### src/rtl/sram_port_arbiter.sv
// sram_port_arbiter: shares one single-port synchronous SRAM between the
// instruction-fetch (i_*) and data-access (d_*) requesters. At most one access
// is issued per cycle. A tag pipeline of SRAM_LAT stages carries each access
// so that its response goes back only to the requester that issued it.
// Build option: define ARB_RR_EN for round-robin arbitration on contention.
// By default, data has priority and a starvation guard forces inst after
// STARVE_MAX consecutive denials.
module sram_port_arbiter #(
    parameter int unsigned AW         = 32,
    parameter int unsigned DW         = 32,
    parameter int unsigned SRAM_LAT   = 1,
    parameter int unsigned STARVE_MAX = 4
) (
    input  logic            clk,
    input  logic            resetn,
    input  logic            i_req,
    input  logic            i_wr,
    input  logic [DW/8-1:0] i_wstrb,
    input  logic [AW-1:0]   i_addr,
    input  logic [DW-1:0]   i_wdata,
    output logic            i_addr_ok,
    output logic            i_data_ok,
    output logic [DW-1:0]   i_rdata,
    input  logic            d_req,
    input  logic            d_wr,
    input  logic [DW/8-1:0] d_wstrb,
    input  logic [AW-1:0]   d_addr,
    input  logic [DW-1:0]   d_wdata,
    output logic            d_addr_ok,
    output logic            d_data_ok,
    output logic [DW-1:0]   d_rdata,
    output logic            sram_en,
    output logic [DW/8-1:0] sram_we,
    output logic [AW-1:0]   sram_addr,
    output logic [DW-1:0]   sram_wdata,
    input  logic [DW-1:0]   sram_rdata
);

    localparam int unsigned SW  = DW / 8;
    localparam int unsigned LAT = SRAM_LAT;

    logic gnt_i;
    logic gnt_d;

`ifdef ARB_RR_EN
    // last_gnt: 1 = data was granted last, 0 = inst was granted last
    logic last_gnt_q;
    logic last_gnt_d;

    // Round-robin grant on contention; a lone requester always wins
    always_comb begin
        gnt_i = 1'b0;
        gnt_d = 1'b0;
        if (i_req && d_req) begin
            gnt_d = ~last_gnt_q;
            gnt_i = last_gnt_q;
        end else begin
            gnt_d = d_req;
            gnt_i = i_req;
        end
        if (!resetn) begin
            gnt_i = 1'b0;
            gnt_d = 1'b0;
        end
    end

    // Remember the winner of every grant
    always_comb begin
        last_gnt_d = last_gnt_q;
        if (gnt_i || gnt_d) begin
            last_gnt_d = gnt_d;
        end
    end

    // Last-grant register; reset points at data so inst wins first contention
    always_ff @(posedge clk or negedge resetn) begin
        if (!resetn) begin
            last_gnt_q <= 1'b1;
        end else begin
            last_gnt_q <= last_gnt_d;
        end
    end
`else
    localparam int unsigned CW       = (STARVE_MAX > 0) ? $clog2(STARVE_MAX + 1) : 1;
    localparam bit          GUARD_EN = (STARVE_MAX != 0);

    logic [CW-1:0] starve_cnt_q;
    logic [CW-1:0] starve_cnt_d;
    logic          force_i;

    // Fixed data priority unless inst has been denied STARVE_MAX times in a row
    always_comb begin
        force_i = GUARD_EN && (starve_cnt_q == CW'(STARVE_MAX));
        gnt_d   = d_req & ~force_i;
        gnt_i   = i_req & ~gnt_d;
        if (!resetn) begin
            gnt_i = 1'b0;
            gnt_d = 1'b0;
        end
    end

    // Saturating count of consecutive inst denials
    always_comb begin
        starve_cnt_d = starve_cnt_q;
        if (!i_req || gnt_i) begin
            starve_cnt_d = '0;
        end else if (starve_cnt_q != CW'(STARVE_MAX)) begin
            starve_cnt_d = starve_cnt_q + CW'(1);
        end
    end

    // Starvation counter register
    always_ff @(posedge clk or negedge resetn) begin
        if (!resetn) begin
            starve_cnt_q <= '0;
        end else begin
            starve_cnt_q <= starve_cnt_d;
        end
    end
`endif

    // SRAM request mux driven from the granted requester
    always_comb begin
        sram_en    = gnt_i | gnt_d;
        sram_addr  = gnt_i ? i_addr  : d_addr;
        sram_wdata = gnt_i ? i_wdata : d_wdata;
        sram_we    = '0;
        if (gnt_i && i_wr) begin
            sram_we = i_wstrb;
        end else if (gnt_d && d_wr) begin
            sram_we = d_wstrb;
        end
    end

    assign i_addr_ok = gnt_i;
    assign d_addr_ok = gnt_d;

    logic [LAT-1:0] vld_q;
    logic [LAT-1:0] vld_d;
    logic [LAT-1:0] own_q;
    logic [LAT-1:0] own_d;

    // Tag pipe shift: stage 0 takes this cycle's issue, owner 1 = data
    always_comb begin
        vld_d    = '0;
        own_d    = '0;
        vld_d[0] = sram_en;
        own_d[0] = gnt_d;
        for (int unsigned k = 1; k < LAT; k++) begin
            vld_d[k] = vld_q[k-1];
            own_d[k] = own_q[k-1];
        end
    end

    // Tag pipe registers; reset drops every in-flight access
    always_ff @(posedge clk or negedge resetn) begin
        if (!resetn) begin
            vld_q <= '0;
            own_q <= '0;
        end else begin
            vld_q <= vld_d;
            own_q <= own_d;
        end
    end

    assign i_data_ok = vld_q[LAT-1] & ~own_q[LAT-1];
    assign d_data_ok = vld_q[LAT-1] &  own_q[LAT-1];
    assign i_rdata   = sram_rdata;
    assign d_rdata   = sram_rdata;

    // Strobe width must cover whole bytes of the data bus
    if (SW * 8 != DW) begin : g_bad_dw
        $error("DW must be a multiple of 8");
    end
    if (LAT < 1 || LAT > 4) begin : g_bad_lat
        $error("SRAM_LAT must be in 1..4");
    end

endmodule

### config.mk
export PLATFORM = sky130hd
export DESIGN_NAME = sram_port_arbiter
export DESIGN_NICKNAME = d
export VERILOG_FILES = /design/src/rtl/sram_port_arbiter.sv
export SDC_FILE = /design/constraint.sdc
export NUM_CORES = 1
export LEC_CHECK = 0
export ABC_AREA = 1
export CAP_MARGIN = 5
export CORE_AREA = 2 2 122 124
export CTS_CLUSTER_DIAMETER = 100
export DETAILED_ROUTE_END_ITERATION = 10
export DIE_AREA = 0 0 124 126
export SKIP_LAST_GASP = 1
export SYNTH_ARGS = -nofsm -noshare
export SYNTH_HDL_FRONTEND = slang
export SYNTH_SLANG_ARGS = --single-unit
### constraint.sdc
create_clock -name clk -period 1.7 [get_ports clk]
set_input_delay 0.34 -clock clk [delete_from_list [all_inputs] [get_ports clk]]
set_output_delay 0.34 -clock clk [all_outputs]
set_load 0.05 [all_outputs]
# After elaboration in Yosys (flattened, before gate mapping)
# Cells that the tools add are included.
[op_classes] add_sub_neg=1 n_mul=0 n_div=0 n_lt_le_gt_ge=0 eq_ne=2 n_shift=0 mux=8 bitwise=8 reduce_logical=5
[ops] operator="$mux 32" count=2
[ops] operator="$mux 4" count=2
[ops] operator="$mux 3" count=2
[ops] operator="$and 1x1->1" count=4
[ops] operator="$add 3x1->3 const B" count=1
[ops] operator="$eq 3x3->1 const B" count=1
[ops] operator="$ne 3x3->1 const B" count=1
[ops] operator="$not 1->1" count=3
[ops] operator="$logic_and 1x1->1" count=2
[ops] operator="$mux 1" count=2
[ops] operator="$reduce_bool 2->1" count=1
[ops] operator="$logic_not 1->1" count=1
[ops] operator="$logic_or 1x1->1" count=1
[ops] operator="$or 1x1->1" count=1
[totals] regBits=5 latch_bits=0 ramBits=0 romBits=0 input_bits=174 out_inout_bits=137 word_cells=27 mem_count=0

# Longest topological paths before layout
[depth] depth_word=8 ltp_mapped=10

# Worst setup path before layout
# OpenSTA, ideal clock, no wires.
[synth_timing] path_type="flip-flop to output port" start="register starve_cnt_q[0]" end="output port sram_wdata[18]" arrival_time_ps=1664 t_required_ps=1360 slack_ps=-304 stages_incl_launch_ff=10 n_path_buf=1 cell_sequence="dfrtp_1 > inv_1 > ha_1 > nand2_2 > nand2_2 > nand2_2 > inv_2 > buf_2 > nand2_1 > nand2_1"
[synth_between] elab_chain_cells=7
[synth_lines] element="start, declared" line="87" text="logic [CW-1:0] starve_cnt_q;"
[synth_lines] element="start signal, assigned" line="117" text="starve_cnt_q <= starve_cnt_d;"
[synth_lines] element="$eq 3x3->1" line="93" text="force_i = GUARD_EN && (starve_cnt_q == CW'(STARVE_MAX));"
[synth_lines] element="$not 1->1" line="94" text="gnt_d = d_req & ~force_i;"
[synth_lines] element="$and 1x1->1" line="94"
[synth_lines] element="$not 1->1" line="95" text="gnt_i = i_req & ~gnt_d;"
[synth_lines] element="$and 1x1->1" line="95"
[synth_lines] element="$mux 1" line="96" text="if (!resetn) begin"
[synth_lines] element="via i_addr_ok" line="21" text="output logic i_addr_ok,"
[synth_lines] element="$mux 32" line="126" text="sram_wdata = gnt_i ? i_wdata : d_wdata;"
[synth_lines] element="end, declared" line="35" text="output logic [DW-1:0] sram_wdata,"
# The timed path passes the listed nets, and every way through them passes these cells.

# Worst setup path in the final report
[layout_timing] start="register starve_cnt_q[0]" end="output port sram_addr[19]"
[layout_between] elab_chain_cells=7
[layout_lines] element="$eq 3x3->1" line="93"
[layout_lines] element="$not 1->1" line="94"
[layout_lines] element="$and 1x1->1" line="94"
[layout_lines] element="$not 1->1" line="95"
[layout_lines] element="$and 1x1->1" line="95"
[layout_lines] element="$mux 1" line="96"
[layout_lines] element="$mux 32" line="125" text="sram_addr = gnt_i ? i_addr : d_addr;"
[layout_lines] element="end, declared" line="34" text="output logic [AW-1:0] sram_addr,"
# No other way between the ends.

==> impl_metrics.env <==
export IMPL_diodes=0
export IMPL_clkLatencyLatePin_ns=0.23
export IMPL_rr_worst_depth=9
export IMPL_fin_crit_ns=2.06
export IMPL_fillCellCount=1406
export IMPL_core_region_area_um2=14300
export IMPL_syn_inst=319
export IMPL_grt_max_degree=34
export IMPL_cts_sinks=5
export IMPL_end_kind="output port"
export IMPL_cpPeakStageDelay_ns=0.38
export IMPL_cp_start_kind="flop"
export IMPL_syn_nets=495
export IMPL_cts_htree_levels=1
export IMPL_cts_tree="done"
export IMPL_fin_skew_ns=0.00152
export IMPL_min_delay_path_class="in2async"
export IMPL_dp_cells=651
export IMPL_grt_ovfl_total=0
export IMPL_ys_warnings_count=0
export IMPL_clock_root_buffer="clkbuf_16"
export IMPL_clkTransAtPathRegs_ns=0.03
export IMPL_drc=0
export IMPL_grt_first_pass_wirelength_um=13100
export IMPL_worst_slew_pin_slew_ns=0.209
export IMPL_dr_pass1_iters=4
export IMPL_drive_gt1_share_pct=50.3
export IMPL_syn_avg_cell_area_um2=5.20
export IMPL_peakVddDrop_mv=0.354
export IMPL_area_delta_synth_final_pct=231
export IMPL_fin_cells=673
export IMPL_slew_violations=0
export IMPL_fmax_ghz=0.485
export IMPL_num_io_pins=311
export IMPL_wl_per_cell_um=14.0
export IMPL_hold_viol=0
export IMPL_fin_nets=666
export IMPL_period_share_pct=121
export IMPL_rsz0062_at_grt="true"
export IMPL_grt_pass1_vias=2664
export IMPL_leakage_uw=0.00257
export IMPL_vias=2569
export IMPL_postLayoutCoreUtil_pct=38.3
export IMPL_grt_use_total_pct=10.7
export IMPL_finalPower_uw=2550
export IMPL_maxCapViolations=0
export IMPL_status="finished with violations"
export IMPL_cp_required_ns=1.36
export IMPL_setup_slack_ns=-0.360
export IMPL_worst_path_max_fanout=8
export IMPL_die_area_um2=15600
export IMPL_vias_per_cell=3.82
export IMPL_ys_types=15
export IMPL_setup_violations_final=71
export IMPL_cp_cell_sequence="inv_2 > ha_4 > nand2_4 > nand2_4 > nand2_8 > inv_8 > buf_12 > clkbuf_16 > nand2_2 > nand2_4 > buf_12"
export IMPL_yosys_register_bits=5
export IMPL_ant_nets=0
export IMPL_holdWs_ns=0.156
export IMPL_crit_slowest_cell="dfrtp_1"
export IMPL_hpwl_um=7010
export IMPL_numCtsBuffers=3
export IMPL_cp_startpoint="starve_cnt_q[0]"
export IMPL_violations="negative setup slack"
export IMPL_die_y_um=126
export IMPL_die_x_um=124
export IMPL_power_density_nw_per_um2=464
export IMPL_port_buffer_count=214
export IMPL_clock_path_buffers=2
export IMPL_cp_common_cell="nand2_4"
export IMPL_antenna_found_initial=0
export IMPL_max_slew_margin_rel_pct=86.0
export IMPL_rows=44
export IMPL_critPathArrivalTime_ns=1.72
export IMPL_ys_seq_area_share_pct=7.55
export IMPL_drt_total_wl_um=9420
export IMPL_drtIter0Drc=39
export IMPL_worstSetupPathType="reg2out"
export IMPL_start_util_pct=11.6
export IMPL_syn_area_um2=1660
export IMPL_gp_congestion=0.778
export IMPL_worstReg2RegStart="starve_cnt_q[0]"
==> path summary, 6_finish.rpt <==
kind / endpoint / slack [ns]
min in group clk: starve_cnt_q[2] / 0.63
max in group asynchronous: starve_cnt_q[1] / 1.42
worst min-delay path: own_q / 0.16
worst max register to register: starve_cnt_q[1] / 0.29
worst min register to register: starve_cnt_q[2] / 0.63
worst max-delay path: sram_addr[19] / -0.36
==> where the power goes <==
| part | switching (µW) | internal, µW | total [µW] |
|---|---|---|---|
| combinational | 981 | 1040 | 2030 |
| sequential | 7.82 | 130 | 138 |
| clock | 72.9 | 310 | 383 |
==> state kept, by name (all words and copies together), names as in the netlist <==
signal,count
own_q,1
starve_cnt_q,3
vld_q,1
==> layout by cell type, fill, tap and decap left out <==
master             n
xor2_1             1
nand2_8            1
buf_12            78
dfrtp_1            5
buf_6              5
ha_1               1
inv_1              6
ha_4               1
nand2_4           91
nand2_1           77
nor2_4             1
nand4_1            4
inv_8              1
buf_4             14
inv_2              3
o21ai_0            1
nand3_4            1
dlygate4sd2_1      3
nand2_2           40
clkbuf_1           1
buf_16             4
clkdlybuf4s50_1  138
a21oi_1            1
inv_4              1
nor2_1             5
clkbuf_16          5
==> per-layer routing <==
layer	up-vias	share of wire, %	global-route usage [%]
li1	1227	-	-
met1	1148	32	10.2
met2	163	53	20.9
met3	31	11	3.13
met4	0	3.2	4.03
met5	-	0	0
==> cells in the mapped netlist (all sizes together) <==
library cell    n  area (µm²)
o21ai           1        5.00
buf            78         603
nor2            6        22.5
inv            11        41.3
nand4           4        25.0
ha              2        25.0
xor2            1        8.76
a21oi           1        5.00
nand2         209         792
nand3           1        5.00
dfrtp           5         125
==> layout make-up <==
cell class                 count  area, µm²  area share [%]
timing repair buffer         244       3290            59.9
multi-input combinational    225       1710            31.2
tap                          184        230            4.19
sequential                     5        125            2.28
clock buffer                   4       78.8            1.44
inverter                      11       51.3           0.935
==> through the flow <==
step                      TNS (ns)  area (µm²)  setup slack, ns
after floorplan              -1.15        2140          -0.0387
after detailed placement    -26.13        4770           -0.400
after global routing        -27.47        5490           -0.437
final                       -21.99        5490           -0.360
after global placement      -25.31        4770           -0.384
after CTS                   -23.35        5300           -0.371
==> critical path, delay by kind of cell, from the launching register on <==
| family | cells | cell delay, ns |
|---|---|---|
| AND/OR/NAND/NOR | 5 | 0.37 |
| buffers and inverters | 5 | 0.58 |
| adder cells (fa/ha/maj) | 1 | 0.15 |
| flip-flops | 1 | 0.38 |
==> what timing repair did <==
action                     CTS  global route
setup buffers                9             4
resized for setup           81            36
cloned                       4             2
setup endpoints to repair   71            71
pin swaps                   17             8
hold buffers                 0             0
==> logic make-up (layout without fill, tap and decap cells) <==
kind of cell	after synthesis	count (layout)	synth area share (%)
and+or+nand+nor	220	220	50.9
xor gates and xnor gates	1	1	0.528
AOI/OAI and AO/OA	2	2	0.603
adders and majority gates	2	2	1.51
DFF	5	5	7.55
buffers and inverters	89	259	38.9
No activity file was read; power rests on OpenSTA's default activity.
